--- src/rtl/rx_width_serializer_pkg.sv ---
// Shared types and helpers for the RX width serializer.
// Optional feature macro: RX_SER_LAST_EN (adds data_rx_last_o).
package rx_ser_pkg;

    typedef enum logic {
        IDLE  = 1'b0,
        SHIFT = 1'b1
    } state_t;

    // A beat count of zero or anything above RATIO means "whole word".
    function automatic int eff_beats(input int nbeats, input int ratio);
        return (nbeats == 0 || nbeats > ratio) ? ratio : nbeats;
    endfunction

endpackage

--- src/rtl/rx_width_serializer_if.sv ---
// Wide-word in / narrow-beat out handshake bundle for rx_width_serializer.
// data_rx_last_o exists only when RX_SER_LAST_EN is defined.
interface rx_ser_if #(
    parameter int OUT_W = 32,
    parameter int RATIO = 2,
    parameter int CW    = $clog2(RATIO) + 1
);
    localparam int IN_W = OUT_W * RATIO;

    logic [IN_W-1:0]  data_rx_rdata_i;
    logic [CW-1:0]    data_rx_nbeats_i;
    logic             data_rx_valid_i;
    logic             data_rx_ready_o;
    logic [OUT_W-1:0] data_rx_rdata_o;
    logic             data_rx_valid_o;
    logic             data_rx_ready_i;
`ifdef RX_SER_LAST_EN
    logic             data_rx_last_o;
`endif

    modport master (
`ifdef RX_SER_LAST_EN
        input  data_rx_last_o,
`endif
        output data_rx_rdata_i,
        output data_rx_nbeats_i,
        output data_rx_valid_i,
        output data_rx_ready_i,
        input  data_rx_ready_o,
        input  data_rx_rdata_o,
        input  data_rx_valid_o
    );

    modport slave (
`ifdef RX_SER_LAST_EN
        output data_rx_last_o,
`endif
        input  data_rx_rdata_i,
        input  data_rx_nbeats_i,
        input  data_rx_valid_i,
        input  data_rx_ready_i,
        output data_rx_ready_o,
        output data_rx_rdata_o,
        output data_rx_valid_o
    );

endinterface

--- src/rtl/rx_width_serializer_beat_counter.sv ---
// Beat index and final-beat detection for the width serializer.
// Holds the effective beat count of the word in flight.
module rx_ser_beat_counter #(
    parameter int CW = 2
) (
    input  logic          clk,
    input  logic          rst,
    input  logic          load,
    input  logic          advance,
    input  logic [CW-1:0] count,
    output logic [CW-1:0] index,
    output logic          last_beat
);

    logic [CW-1:0] count_q;

    always_ff @(posedge clk) begin
        if (rst) begin
            index   <= '0;
            count_q <= '0;
        end else if (load) begin
            index   <= '0;
            count_q <= count;
        end else if (advance && !last_beat) begin
            index <= index + CW'(1);
        end
    end

    assign last_beat = (index == count_q - CW'(1));

endmodule

--- src/rtl/rx_width_serializer.sv ---
// Splits each wide RX word into OUT_W beats toward L2, no bubble between words.
// Define RX_SER_LAST_EN to add the data_rx_last_o end-of-word marker.
module rx_width_serializer
    import rx_ser_pkg::*;
#(
    parameter int OUT_W = 32,
    parameter int RATIO = 2,
    parameter int CW    = $clog2(RATIO) + 1
) (
    input  logic     sys_clk,
    input  logic     rst,
    input  logic     cfg_msb_first_i,
    rx_ser_if.slave  bus
);

    localparam int IN_W = OUT_W * RATIO;

    state_t          state;
    state_t          state_nx;
    logic [IN_W-1:0] word_q;
    logic            msb_q;
    logic [CW-1:0]   eff;
    logic [CW-1:0]   index;
    logic [CW-1:0]   sel;
    logic            last_beat;
    logic            ready;
    logic            valid;
    logic            accept;
    logic            advance;
`ifdef RX_SER_LAST_EN
    logic            last;
`endif

    assign eff     = CW'(eff_beats(int'(bus.data_rx_nbeats_i), RATIO));
    assign accept  = ready & bus.data_rx_valid_i;
    assign advance = (state == SHIFT) & bus.data_rx_ready_i;

    rx_ser_beat_counter #(.CW(CW)) u_cnt (
        .clk       (sys_clk),
        .rst       (rst),
        .load      (accept),
        .advance   (advance),
        .count     (eff),
        .index     (index),
        .last_beat (last_beat)
    );

    always_ff @(posedge sys_clk) begin
        if (rst) state <= IDLE;
        else     state <= state_nx;
    end

    always_comb begin
        state_nx = state;
        unique case (state)
            IDLE:  if (bus.data_rx_valid_i) state_nx = SHIFT;
            SHIFT: if (last_beat && bus.data_rx_ready_i
                       && !bus.data_rx_valid_i) state_nx = IDLE;
            default: state_nx = IDLE;
        endcase
    end

    // ready on the final beat tracks ready_i only, never valid_i
    always_comb begin
        ready = 1'b0;
        valid = 1'b0;
`ifdef RX_SER_LAST_EN
        last  = 1'b0;
`endif
        if (!rst) begin
            unique case (state)
                IDLE:  ready = 1'b1;
                SHIFT: begin
                    valid = 1'b1;
                    ready = last_beat & bus.data_rx_ready_i;
`ifdef RX_SER_LAST_EN
                    last  = last_beat;
`endif
                end
                default: ready = 1'b0;
            endcase
        end
    end

    always_ff @(posedge sys_clk) begin
        if (rst) begin
            word_q <= '0;
            msb_q  <= 1'b0;
        end else if (accept) begin
            word_q <= bus.data_rx_rdata_i;
            msb_q  <= cfg_msb_first_i;
        end
    end

    assign sel = msb_q ? (CW'(RATIO - 1) - index) : index;

    assign bus.data_rx_ready_o = ready;
    assign bus.data_rx_valid_o = valid;
    assign bus.data_rx_rdata_o = valid ? word_q[int'(sel)*OUT_W +: OUT_W]
                                       : '0;
`ifdef RX_SER_LAST_EN
    assign bus.data_rx_last_o  = last;
`endif

endmodule

--- src/flat_wrapper.sv ---
// flat-port wrapper written by rule: the top's interface ports become plain ports
module rx_width_serializer_flat import rx_ser_pkg::*;
#(
    parameter int OUT_W = 32,
    parameter int RATIO = 2,
    parameter int CW    = $clog2(RATIO) + 1
)
  (sys_clk, rst, cfg_msb_first_i, bus_data_rx_rdata_i, bus_data_rx_nbeats_i, bus_data_rx_valid_i, bus_data_rx_ready_i, bus_data_rx_ready_o, bus_data_rx_rdata_o, bus_data_rx_valid_o);
  rx_ser_if #(.OUT_W(OUT_W), .RATIO(RATIO), .CW(CW)) bus_i ();
  input  logic sys_clk;
  input  logic rst;
  input  logic cfg_msb_first_i;
  input wire logic [$bits(bus_i.data_rx_rdata_i)-1:0] bus_data_rx_rdata_i;
  input wire logic [$bits(bus_i.data_rx_nbeats_i)-1:0] bus_data_rx_nbeats_i;
  input wire logic [$bits(bus_i.data_rx_valid_i)-1:0] bus_data_rx_valid_i;
  input wire logic [$bits(bus_i.data_rx_ready_i)-1:0] bus_data_rx_ready_i;
  output wire logic [$bits(bus_i.data_rx_ready_o)-1:0] bus_data_rx_ready_o;
  output wire logic [$bits(bus_i.data_rx_rdata_o)-1:0] bus_data_rx_rdata_o;
  output wire logic [$bits(bus_i.data_rx_valid_o)-1:0] bus_data_rx_valid_o;
  assign bus_i.data_rx_rdata_i = bus_data_rx_rdata_i;
  assign bus_i.data_rx_nbeats_i = bus_data_rx_nbeats_i;
  assign bus_i.data_rx_valid_i = bus_data_rx_valid_i;
  assign bus_i.data_rx_ready_i = bus_data_rx_ready_i;
  assign bus_data_rx_ready_o = bus_i.data_rx_ready_o;
  assign bus_data_rx_rdata_o = bus_i.data_rx_rdata_o;
  assign bus_data_rx_valid_o = bus_i.data_rx_valid_o;
  rx_width_serializer #(.OUT_W(OUT_W), .RATIO(RATIO), .CW(CW)) u_core (.sys_clk(sys_clk), .rst(rst), .cfg_msb_first_i(cfg_msb_first_i), .bus(bus_i));
endmodule
--- config.mk ---
export PLATFORM = sky130hd
export DESIGN_NAME = rx_width_serializer_flat
export DESIGN_NICKNAME = d
export VERILOG_FILES = /design/src/rtl/rx_width_serializer_pkg.sv /design/src/rtl/rx_width_serializer_if.sv /design/src/rtl/rx_width_serializer_beat_counter.sv /design/src/rtl/rx_width_serializer.sv /design/src/flat_wrapper.sv
export SDC_FILE = /design/constraint.sdc
export NUM_CORES = 1
export LEC_CHECK = 0
export ABC_AREA = 1
export ABC_CLOCK_PERIOD_IN_PS = 2200
export BUFFER_PORTS_ARGS = -buffer_cell sky130_fd_sc_hd__buf_2
export CAP_MARGIN = 20
export CORE_AREA = 2 2 101 103
export DETAILED_ROUTE_END_ITERATION = 8
export DIE_AREA = 0 0 103 105
export MAX_ROUTING_LAYER = met4
export PLACE_DENSITY_LB_ADDON = 0.3
export SLEW_MARGIN = 20
export SYNTH_ARGS = -nofsm -noshare
export SYNTH_HDL_FRONTEND = slang
export SYNTH_HIERARCHICAL = 1
export SYNTH_SLANG_ARGS = --single-unit
--- constraint.sdc ---
create_clock -name sys_clk -period 2.2 [get_ports sys_clk]
set_input_delay 0.11 -clock sys_clk [delete_from_list [all_inputs] [get_ports sys_clk]]
set_output_delay 0.11 -clock sys_clk [all_outputs]
set_load 0.01 [all_outputs]
Yosys cells after proc, flatten, opt, wreduce, memory -nomap -nowiden
Cells that the tools add are included.

operators by class
  reduce and logical (&&, ||, !) cells = 8
  mux-type cells = 10
  shift-type cells = 1
  equal/unequal tests = 1
  bitwise gates (word level) = 4
  order comparisons = 1
  add/sub/neg operators = 3

operators by type and width
  cell                                                                 number
  64-bit by 8-bit variable part select with 32-bit output              1
  32-bit 2-to-1 mux                                                    1
  1-bit 2-to-1 mux                                                     5
  2-bit 2-to-1 mux                                                     2
  1-bit one-hot mux with 2 select lines                                2
  1-bit AND                                                            3
  1-bit logical AND                                                    3
  2-bit by 1-bit adder with 2-bit output (second input constant)       1
  2-bit == test                                                        1
  2-bit greater-than comparator (second input constant)                1
  1-bit zero test                                                      2
  2-bit zero test                                                      1
  2-bit OR reduction                                                   1
  1-bit by 2-bit subtractor with 2-bit output (first input constant)   1
  2-bit by 1-bit subtractor with 2-bit output (second input constant)  1
  1-bit logical OR                                                     1
  1-bit inverter                                                       1

storage, ports and cells
  logic and storage cells = 33
  input bits = 71
  output and inout bits = 34
  register bits after elaboration = 70

Longest topological paths before layout
  depth after elaboration = 7
  gate-level depth with buffers = 14
  depth with buffers taken out = 12

Modules after synthesis
Netlist, hierarchy kept.

by module, submodules not included
  module               instances  area each (µm²)  seq. area each (µm²)  cells an instance
  rx_width_serializer  1          3567.2           1321.3                589
  rx_ser_beat_counter  1          200.2            80.1                  28

Worst setup path after synthesis
OpenSTA, ideal clock, no wires.

  path kind = register to register
  start = reg u_core.u_cnt.index[1]
  end = reg u_core.u_cnt.count_q[1]
  clock period less this slack = 1.675 ns
  cell stages (with the launch flop) = 13
  slack = 0.525 ns
  library setup time = 0.086 ns
  arrival time = 1.590 ns
  data required time = 2.114 ns
  buffers on the path = 2
  cell sequence = dfxtp_1 -> inv_1 -> nand2_1 -> nand3_2 -> mux2i_1 -> nand2_1 -> nand2_1 -> nand3_2 -> buf_6 -> buf_2 -> inv_1 -> inv_1 -> a211oi_1

on the way
  longest elaborated chain between the ends = 5

ends and longest elaborated chain
  element                                RTL line                                RTL
  from (decl)                            rx_width_serializer_beat_counter.sv:11  output logic [CW-1:0] index,
  from (signal assigned)                 rx_width_serializer_beat_counter.sv:25  index <= index + CW'(1);
  2-bit == test                          rx_width_serializer_beat_counter.sv:29  assign last_beat = (index == count_q - CW'(1));
  net u_core.last_beat                   rx_width_serializer.sv:25               logic last_beat;
  1-bit AND                              rx_width_serializer.sv:75               ready = last_beat & bus.data_rx_ready_i;
  1-bit one-hot mux with 2 select lines  rx_width_serializer.sv:71               unique case (state)
  1-bit 2-to-1 mux                       rx_width_serializer.sv:70               if (!rst) begin
  1-bit AND                              rx_width_serializer.sv:35               assign accept = ready & bus.data_rx_valid_i;
  net u_core.accept                      rx_width_serializer.sv:28               logic accept;
  to (signal assigned)                   rx_width_serializer_beat_counter.sv:23  count_q <= count;
  to (decl)                              rx_width_serializer_beat_counter.sv:15  logic [CW-1:0] count_q;

The timed path passes the listed nets, and every way through them passes these cells.
A chain may end at the register's enable or synchronous reset.

Worst setup path in the final report
  start = reg u_core.u_cnt.index[1]
  end = out bus_data_rx_ready_o

on the way
  longest elaborated chain between the ends = 4

ends and longest elaborated chain
  element                                RTL line                                RTL
  2-bit == test                          rx_width_serializer_beat_counter.sv:29
  net u_core.last_beat                   rx_width_serializer.sv:25
  1-bit AND                              rx_width_serializer.sv:75
  1-bit one-hot mux with 2 select lines  rx_width_serializer.sv:71
  1-bit 2-to-1 mux                       rx_width_serializer.sv:70
  to (decl)                              flat_wrapper.sv:17                      output wire logic [$bits(bus_i.data_rx_ready_o)-1:0] bus_data_rx_ready_o;

The timed path passes the listed nets, and every way through them passes these cells.

==> metrics.yaml <==
placement:
  hpwl_mm: 6.69
  port-buffer-count: 104
  place.gp.congestion: 0.775
  dpl_cell_area_mm2: 0.00434
sta:
  drv_slew: 0
  clock.fmax_mhz: 507
  setup_viol: 0
  hold_violations: 0
  tightest_slew_ns: 0.731
  setup_tns_ns: 0
  whs_ns: 0.0144
  finalCritPeriodShare_pct: 89.6
  max_slew_margin_pct: 51.3
  fin_skew_ns: 0.00531
  rsz0062_at_grt: "false"
  period_minus_slack_ns: 1.97
detailed_routing:
  final_antenna_net_count: 0
  dr.pass1.iters: 5
  vias_per_cell: 4.73
  drt_iter0_markers: 180
  wl_mm: 10.3
  drc: 0
  wl_per_cell_um: 12.3
  dr_total_vias: 3960
synthesis:
  synth_fa_ha_area_share_pct: 0
  synthMuxAreaShare_pct: 0.266
  synth_nets: 688
  ys_ff_latch: 70
  synth_cells: 617
  ys_seq_area_share_pct: 37.2
  yosys-top-cells-count: "nand2_1 (179), nor2_1 (135), inv_1 (78)"
  synth_xor_area_share_pct: 0
  synth.most_common_cell: "nand2_1"
  synth-edff-count: 0
  synth_warnings: 6
  synth-simple-area-share_pct: 47.5
  async_flop_share_pct: 0
  netlist_area_mm2: 0.00377
  synth.distinct_cells: 17
  yosys.area.top_type: "dfxtp_1"
  synth_top_family_by_area: "simple AND/OR/NAND/NOR gates"
  synthTopCellsByArea: "dfxtp_1 (37%), nand2_1 (18%), nor2_1 (13%)"
  avgSynthCellArea_um2: 6.11
  synth-compound-area-share_pct: 0.664
  synth-main-ff-cell: "dfxtp_1"
  netlist.area_leader.share_pct: 37.2
critical_path:
  regToRegEndpoint: "u_core/word_q[37]$_SDFFE_PP0P_"
  r2r_start: "u_core/u_cnt/index[1]$_SDFFE_PP0P_"
  crit_chain: "inv_1 -> nand2_1 -> nand3_2 -> mux2i_1 -> nand2_1 -> nand2_2 -> buf_12 -> nand2_1 -> inv_1 -> buf_2"
  crit_top_cell: "nand2_1"
  ff2ff_setup_slack_ns: 0.34
  startpoint_type: "flop"
  slowest_delay_ns: 0.38
  endpoint_kind: "primary output"
  crit_start: "u_core/u_cnt/index[1]$_SDFFE_PP0P_"
  crit_type: "reg2out"
  cp_max_fo: 67
  rr_worst_depth: 10
  cp.required_ns: 2.09
  critPathArrivalTime_ns: 1.86
  cp_slowest_cell: "dfxtp_1"
cells_and_area:
  final_area_mm2: 0.00453
  antenna_cells: 0
  syn2layout_area_growth_pct: 20.4
  fillCellCount: 1047
  final_nets: 772
  drive_above_1_share_pct: 19.5
grt:
  grt_pass1_vias: 3795
  antenna_found_initial: 0
  grtUsageTotal_pct: 20.2
  grt_max_degree: 70
  grt_pass1_wl_mm: 17.3
  grt-ovfl-total: 0
hold_path:
  min_from: "bus_data_rx_rdata_i[14]"
  holdPathStages: 3
  whs_endpoint: "u_core/word_q[14]$_SDFFE_PP0P_"
  min_path_type: "in2reg"
cts:
  cts_resized: 0
  clockRootBuffer: "clkbuf_8"
  clock_latency_ns: 0.33
  clk_pin_slew_ns: 0.07
  cts_tree: "built"
  postCtsSetupBuffers: 0
  cts-buffers-inserted: 9
  cts_buffer_depth: 2
  numClockSinks: 70
  cts_hold_buffers: 1
  cts-htree-levels: 3
pwr:
  p_per_area_mw_per_mm2: 664
  p_leak_nw: 2.32
  vdd_drop_max_uv: 304
floorplan:
  dieArea_mm2: 0.0108
  die_y_um: 105
  die_w_um: 103
  ios: 105
  num_rows: 36
  initial_utilization_pct: 39.1
  coreArea_mm2: 0.00964
flow_run:
  cap_violations: 0
status:
  status: "complete, no violations"
-- where the power goes --
part,switching (W),leakage (nW),internal [W]
Combinational,0.000371,1.65,0.000212
Sequential,0.0000383,0.577,0.00136
Clock,0.000455,0.0956,0.000575
Total,0.000864,2.32,0.00215
-- kinds of logic after synthesis --
logic type             after synthesis
buffers and inverters              126
and+or+nand+nor                    416
DFF                                 70
AOI/OAI and AO/OA                    4
muxes                                1
-- sequential cells by signal, indices dropped and copies added (netlist names) --
name,flops
u_core/msb_q,1
u_core/state,1
u_core/u_cnt/count_q,2
u_core/u_cnt/index,2
u_core/word_q,64
-- how the worst max path moves through the flow --
| stage | slack, ns | cells after the start | to |
|---|---|---|---|
| 3_3_place_gp | 0.39 | 10 | u_core/word_q[31]$_SDFFE_PP0P_ |
| 4_1_cts | 0.22 | 10 | bus_data_rx_ready_o |
| 5_1_grt | 0.13 | 10 | bus_data_rx_ready_o |
| 6_report | 0.23 | 10 | bus_data_rx_ready_o |
| 3_5_place_dp | 0.35 | 10 | u_core/word_q[3]$_SDFFE_PP0P_ |
| 2_1_floorplan | 0.52 | 12 | u_core/u_cnt/count_q[1]$_SDFFE_PP0P_ |
-- per-stage QoR --
stage | util, % | worst slack, ns | total power, W | cells
finish | 47.0 | 0.229 | 0.00301 | 837
global route | 47.0 | 0.127 | 0.00318 | 837
CTS | 47.0 | 0.221 | 0.00304 | 837
detailed placement | 45.0 | 0.352 | 0.00201 | 822
global placement | 45.0 | 0.393 | 0.00200 | 822
floorplan | - | 0.525 | 0.00182 | 617
-- layer usage --
| metal | vias to the layer above | track usage [%] | part of all wire [%] |
|---|---|---|---|
| met3 | 14 | 2.47 | 5.4 |
| met2 | 121 | 32.7 | 46 |
| met4 | 0 | 6.11 | 1.5 |
| li1 | 2078 | - | - |
| met5 | - | - | 0 |
| met1 | 1747 | 26.2 | 47 |
-- worst max-delay path, delay by kind of cell (launching register included) --
kind	cells	cell delay, ns
buf+inv	4	0.54
flops	1	0.38
simple gates	5	0.45
mux	1	0.15
-- cell usage in the layout (no fill, tap or decap), drive strengths merged --
cell type    netlist  final
a211oi             2      2
a21oi              2      2
buf               40    119
bufinv             0      1
clkbuf             7     13
dfxtp             70     70
dlygate4sd3        0      1
inv               79     79
mux2i              1      1
nand2            179    179
nand3             35     35
nand4             66     66
nor2             136    136
-- area by class of cell --
class | instances | area [µm²] | share of cell area, %
multi-input cells | 421 | 1830 | 40.3
flip-flops and latches | 70 | 1400 | 30.9
repair buffers | 120 | 656 | 14.5
inverters | 79 | 297 | 6.54
well taps | 133 | 166 | 3.67
clock buffers | 13 | 159 | 3.50
clock inverters | 1 | 30.0 | 0.662
Power figures use the tool's default switching activity.
